**src/rtl/conv_channel_accumulator.sv**
```systemverilog
// Per-pixel channel accumulator placed after the 9-tap adder tree: sums IN_CHANNELS
// partial sums plus a filter bias, applies optional ReLU and holds the result for writeback.
module conv_channel_accumulator #(
    parameter int WIDTH       = 32,
    parameter int IN_CHANNELS = 3,
    parameter int OUT_PIXELS  = 16
) (
    input  logic             clk,
    input  logic             rst,
    input  logic             adder_valid,
    input  logic [WIDTH-1:0] din,
    input  logic [WIDTH-1:0] bias,
    input  logic             relu_en,
    input  logic             out_ready,
    output logic             out_valid,
    output logic [WIDTH-1:0] dout,
    output logic             out_last,
    output logic             in_ready,
    output logic             overrun
);

    localparam int CW = (IN_CHANNELS > 1) ? $clog2(IN_CHANNELS) : 1;
    localparam int PW = (OUT_PIXELS > 1) ? $clog2(OUT_PIXELS) : 1;
    localparam logic [CW-1:0] C_LAST = CW'(IN_CHANNELS - 1);
    localparam logic [PW-1:0] P_LAST = PW'(OUT_PIXELS - 1);

    typedef enum logic {
        S_IDLE  = 1'b0,
        S_ACCUM = 1'b1
    } state_t;

    state_t           r_state;
    state_t           w_state_next;
    logic [CW-1:0]    r_count;
    logic [WIDTH-1:0] r_acc;
    logic [PW-1:0]    r_pix;
    logic             r_out_valid;
    logic [WIDTH-1:0] r_dout;
    logic             r_out_last;
    logic             r_overrun;

    logic             w_first;
    logic             w_last;
    logic             w_done;
    logic             w_can_load;
    logic             w_clip;
    logic [WIDTH-1:0] w_sum;
    logic [WIDTH-1:0] w_result;

    // State register; r_state is IDLE exactly when r_count is zero.
    always_ff @(posedge clk) begin
        if (rst) begin
            r_state <= S_IDLE;
        end else begin
            r_state <= w_state_next;
        end
    end

    always_comb begin
        w_state_next = r_state;
        if (adder_valid) begin
            if (r_count == C_LAST) begin
                w_state_next = S_IDLE;
            end else begin
                w_state_next = S_ACCUM;
            end
        end
    end

    always_comb begin
        w_first    = (r_state == S_IDLE);
        w_last     = (r_count == C_LAST);
        w_done     = adder_valid && w_last;
        w_can_load = !r_out_valid || out_ready;
    end

    assign w_sum  = (w_first ? bias : r_acc) + din;
    assign w_clip = relu_en && w_sum[WIDTH-1];

    genvar gi;
    generate
        for (gi = 0; gi < WIDTH; gi++) begin : g_relu
            assign w_result[gi] = w_sum[gi] & ~w_clip;
        end
    endgenerate

    always_ff @(posedge clk) begin
        if (rst) begin
            r_count <= '0;
            r_acc   <= '0;
        end else if (adder_valid) begin
            r_count <= w_last ? '0 : r_count + 1'b1;
            r_acc   <= w_sum;
        end
    end

    always_ff @(posedge clk) begin
        if (rst) begin
            r_pix <= '0;
        end else if (w_done) begin
            r_pix <= (r_pix == P_LAST) ? '0 : r_pix + 1'b1;
        end
    end

    // A completed result that finds the register full and stalled is dropped, not queued.
    always_ff @(posedge clk) begin
        if (rst) begin
            r_out_valid <= 1'b0;
            r_dout      <= '0;
            r_out_last  <= 1'b0;
            r_overrun   <= 1'b0;
        end else begin
            if (w_done && w_can_load) begin
                r_out_valid <= 1'b1;
                r_dout      <= w_result;
                r_out_last  <= (r_pix == P_LAST);
            end else if (r_out_valid && out_ready) begin
                r_out_valid <= 1'b0;
            end
            if (w_done && !w_can_load) begin
                r_overrun <= 1'b1;
            end
        end
    end

    assign out_valid = r_out_valid;
    assign dout      = r_dout;
    assign out_last  = r_out_last;
    assign overrun   = r_overrun;
    assign in_ready  = !r_out_valid || out_ready;

endmodule

```
**config.mk**
```make
export PLATFORM = sky130hd
export DESIGN_NAME = conv_channel_accumulator
export DESIGN_NICKNAME = d
export VERILOG_FILES = /design/src/rtl/conv_channel_accumulator.sv
export SDC_FILE = /design/constraint.sdc
export NUM_CORES = 1
export LEC_CHECK = 0
export CORE_AREA = 3 3 101 103
export CTS_BUF_LIST = sky130_fd_sc_hd__clkbuf_16
export CTS_CLUSTER_DIAMETER = 200
export DETAILED_ROUTE_END_ITERATION = 6
export DIE_AREA = 0 0 104 106
export PLACE_DENSITY_LB_ADDON = 0.25
export SLEW_MARGIN = 20
export SYNTH_ARGS = -nofsm -noshare
export SYNTH_HDL_FRONTEND = slang
export SYNTH_SLANG_ARGS = --single-unit
```
**constraint.sdc**
```tcl
create_clock -name clk -period 4.2 [get_ports clk]
set_input_delay 0.63 -clock clk [delete_from_list [all_inputs] [get_ports clk]]
set_output_delay 0.63 -clock clk [all_outputs]
set_load 0.01 [all_outputs]
```
==> results.sh <==
export IMPL_crit_path_end_kind="flip-flop"
export IMPL_netlist_area_leader_share=0.312
export IMPL_cts_clk_slew_worst_paths_ns=0.06
export IMPL_synth_largest_area_cell="dfxtp_1"
export IMPL_ys_types=58
export IMPL_fillers=784
export IMPL_synth_async_sr_flop_share=0
export IMPL_final_setup_worst_slack_ns=0.586
export IMPL_ys_dominant_reg_cell="dfxtp_1"
export IMPL_cap_violations=0
export IMPL_globalRouteTotalUtil=0.237
export IMPL_avgSynthCellArea_um2=8.93
export IMPL_cts_htree_levels=3
export IMPL_sequentialPowerShare=0.315
export IMPL_synth_seq_cells=74
export IMPL_ff_latch_area_um2=1480
export IMPL_cts_tree="done"
export IMPL_synth_most_common_cell="dfxtp_1"
export IMPL_routed_wl_um=13000
export IMPL_final_core_util=0.673
export IMPL_antenna_cells=0
export IMPL_drive_above_1_share=0.107
export IMPL_layout_nets=731
export IMPL_internal_power_w=0.00172
export IMPL_hold_class="flip-flop to flip-flop"
export IMPL_core_rowCount=35
export IMPL_combinationalPowerShare=0.328
export IMPL_maximum_number_of_pins_on_one_net_before_global_route_repair=39
export IMPL_finalWeightedCongestion=0.896
export IMPL_transition_at_the_pin_with_the_smallest_max_transition_slack_ns=0.886
export IMPL_route_vias_total=4360
export IMPL_detailed_place_hpwl_um=9500
export IMPL_placeableCoreArea_um2=9280
export IMPL_run_status="finished clean"
export IMPL_cts_root_buf="clkbuf_16"
export IMPL_clock_tree_buffer_depth=2
export IMPL_detailedPlace_worstSlack_ns=0.272
export IMPL_p_switching_w=0.000793
export IMPL_cts_resized=0
export IMPL_ir_drop_mv=0.177
export IMPL_post_layout_nonfiller_instances=762
export IMPL_globalRouteOverflowTotal=0
export IMPL_detailedRoute_firstPassIterationCount=4
export IMPL_fmaxAchievable_mhz=277
export IMPL_fin_crit_ns=3.61
export IMPL_initial_utilization=0.512
export IMPL_area_growth_syn_to_layout_pct=31.5
export IMPL_first_pass_grt_wire_length_um=21600
export IMPL_synthXorXnorAreaFrac=0.0516
export IMPL_layout_worst_path_cycle_share=0.860
export IMPL_post_cts_setup_buffers=0
export IMPL_power_leakage_nw=2.61
export IMPL_dieArea_um2=11000
export IMPL_power_share_switching=0.316
export IMPL_setup_tns_ns=0
export IMPL_cts_inserted_buffers=9
export IMPL_cp_required_ns=4.45
export IMPL_power_frac_clock=0.357
export IMPL_die_width_um=104
export IMPL_critical_path_peak_fanout=4
export IMPL_wire_per_inst_um=17.1
export IMPL_synth_mux_area_frac=0.141
export IMPL_area_occupied_by_multi_input_gates_um2=3120
export IMPL_antenna_found_initial=0
export IMPL_place_inst=747
export IMPL_synth_top_family_by_area="compound AO/OA/AOI/OAI gates"
export IMPL_synth_common_cells="74 x dfxtp_1, 57 x nor2_1, 35 x a21oi_1"
export IMPL_edff_count_synth=0
export IMPL_postCtsHoldBufs=0
export IMPL_share_of_the_synthesized_area_in_compound_gates_ao_oa_aoi_oai=0.232
export IMPL_vias_per_cell=5.72
export IMPL_finalClockSkew_ns=0.00723
export IMPL_ff2ff_setup_slack_ns=0.60
export IMPL_chipHeight_um=106
export IMPL_clk_latency_ns=0.33
export IMPL_cts_sinks=74
export IMPL_setup_viol=0
export IMPL_drt_first_iter_violations=193
export IMPL_grt_pass1_vias=4408
export IMPL_num_io_pins=105
export IMPL_synth_cell_area_um2=4750
export IMPL_final_report_hold_violation_count=0
export IMPL_adder_cell_fraction_of_synth_area=0.0885
export IMPL_worstPathArrival_ns=3.87
export IMPL_power_density_nw_per_um2=402
export IMPL_yosysWarningCount=0
export IMPL_ys_top_cells_by_area="dfxtp_1 31%, ha_1 8.4%, mux2_2 7.3%"
export IMPL_route_detailed_drc=0
export IMPL_path_class="input pin to flip-flop"
export IMPL_synth_yosys_seq_area_share=0.312
export IMPL_rsz_0062_raised_after_global_routing="false"
export IMPL_slew_headroom=0.407
export IMPL_whs_ns=0.456
export IMPL_finalMaxSlewViolations=0
export IMPL_number_of_instances_in_the_synthesized_netlist=532
export IMPL_timing_critical_path_from_type="input pin"
export IMPL_yosys_area_share_simple=0.143
export IMPL_synth_net_count=634
export IMPL_port_buffers=104
export IMPL_ant_nets=0
-- kinds of logic after synthesis --
kind of cell,after synthesis
XOR/XNOR,28
adder cells (fa/ha/maj),33
buffers and inverters,35
AND/OR/NAND/NOR,144
AO/OA/AOI/OAI,155
flip-flops,74
multiplexers,63
-- path summary, 6_finish.rpt --
path | startpoint | to | depth (start not counted)
hold reg to reg | dout[28] | dout[28] | 2
setup / recovery | bias[0] | r_acc[30] | 12
setup reg to reg | r_state | r_acc[30] | 12
hold / removal | dout[28] | dout[28] | 2
-- layout make-up --
| class | count | area share |
|---|---|---|
| repair buffers | 112 | 0.177 |
| flip-flops and latches | 74 | 0.237 |
| multi-input cells | 423 | 0.500 |
| inverters | 9 | 0.00541 |
| well taps | 129 | 0.0258 |
| clock inverters | 6 | 0.0184 |
| clock buffers | 9 | 0.0361 |
-- worst max-delay path: stages --
cell and delay [ns]:
clkdlybuf4s50_1 0.40, mux2_2 0.27, ha_1 0.23, fa_1 0.42
a21o_1 0.24, a221oi_2 0.37, o211ai_1 0.22, a21o_1 0.23
a31oi_1 0.36, o311ai_0 0.18, and3_1 0.19, o22ai_1 0.13
-- stage by stage --
step / instance area (um2) / total power (W)
global route: 6250 / 0.00264
detailed placement: 5910 / 0.00162
global placement: 5910 / 0.00160
floorplan: 4750 / 0.00139
finish: 6250 / 0.00251
CTS: 6250 / 0.00252
-- layout by cell type, fill, tap and decap left out, types with 19 or more instances in the layout --
cell / count
ha_1: 32
mux2i_1: 32
nand2_1: 34
a22o_1: 29
mux2_2: 31
dfxtp_1: 74
a21oi_1: 35
clkdlybuf4s50_1: 103
o21ai_0: 19
nor2_1: 56
-- per-layer routing --
| layer | GRT usage | vias up | wire, um |
|---|---|---|---|
| li1 | - | 2161 | - |
| met1 | 0.297 | 2040 | 5880 |
| met2 | 0.402 | 137 | 6190 |
| met3 | 0.0419 | 22 | 656 |
| met4 | 0.0997 | 0 | 306 |
| met5 | 0 | - | 0 |
-- sequential cells by signal, indices dropped and copies added (netlist names) --
name       flops
out_valid      1
out_last       1
overrun        1
r_acc         32
r_count        2
r_state        1
r_pix          4
dout          32
-- power groups by stage --
stage,sequential (W),combinational (W),clock [W]
2_1_floorplan,0.000799,0.000591,0
3_5_place_dp,0.000804,0.000816,0
6_report,0.000790,0.000825,0.000897
3_3_place_gp,0.000801,0.000803,0
5_1_grt,0.000796,0.000914,0.000931
4_1_cts,0.000790,0.000823,0.000912
Power figures use the tool's default switching activity.
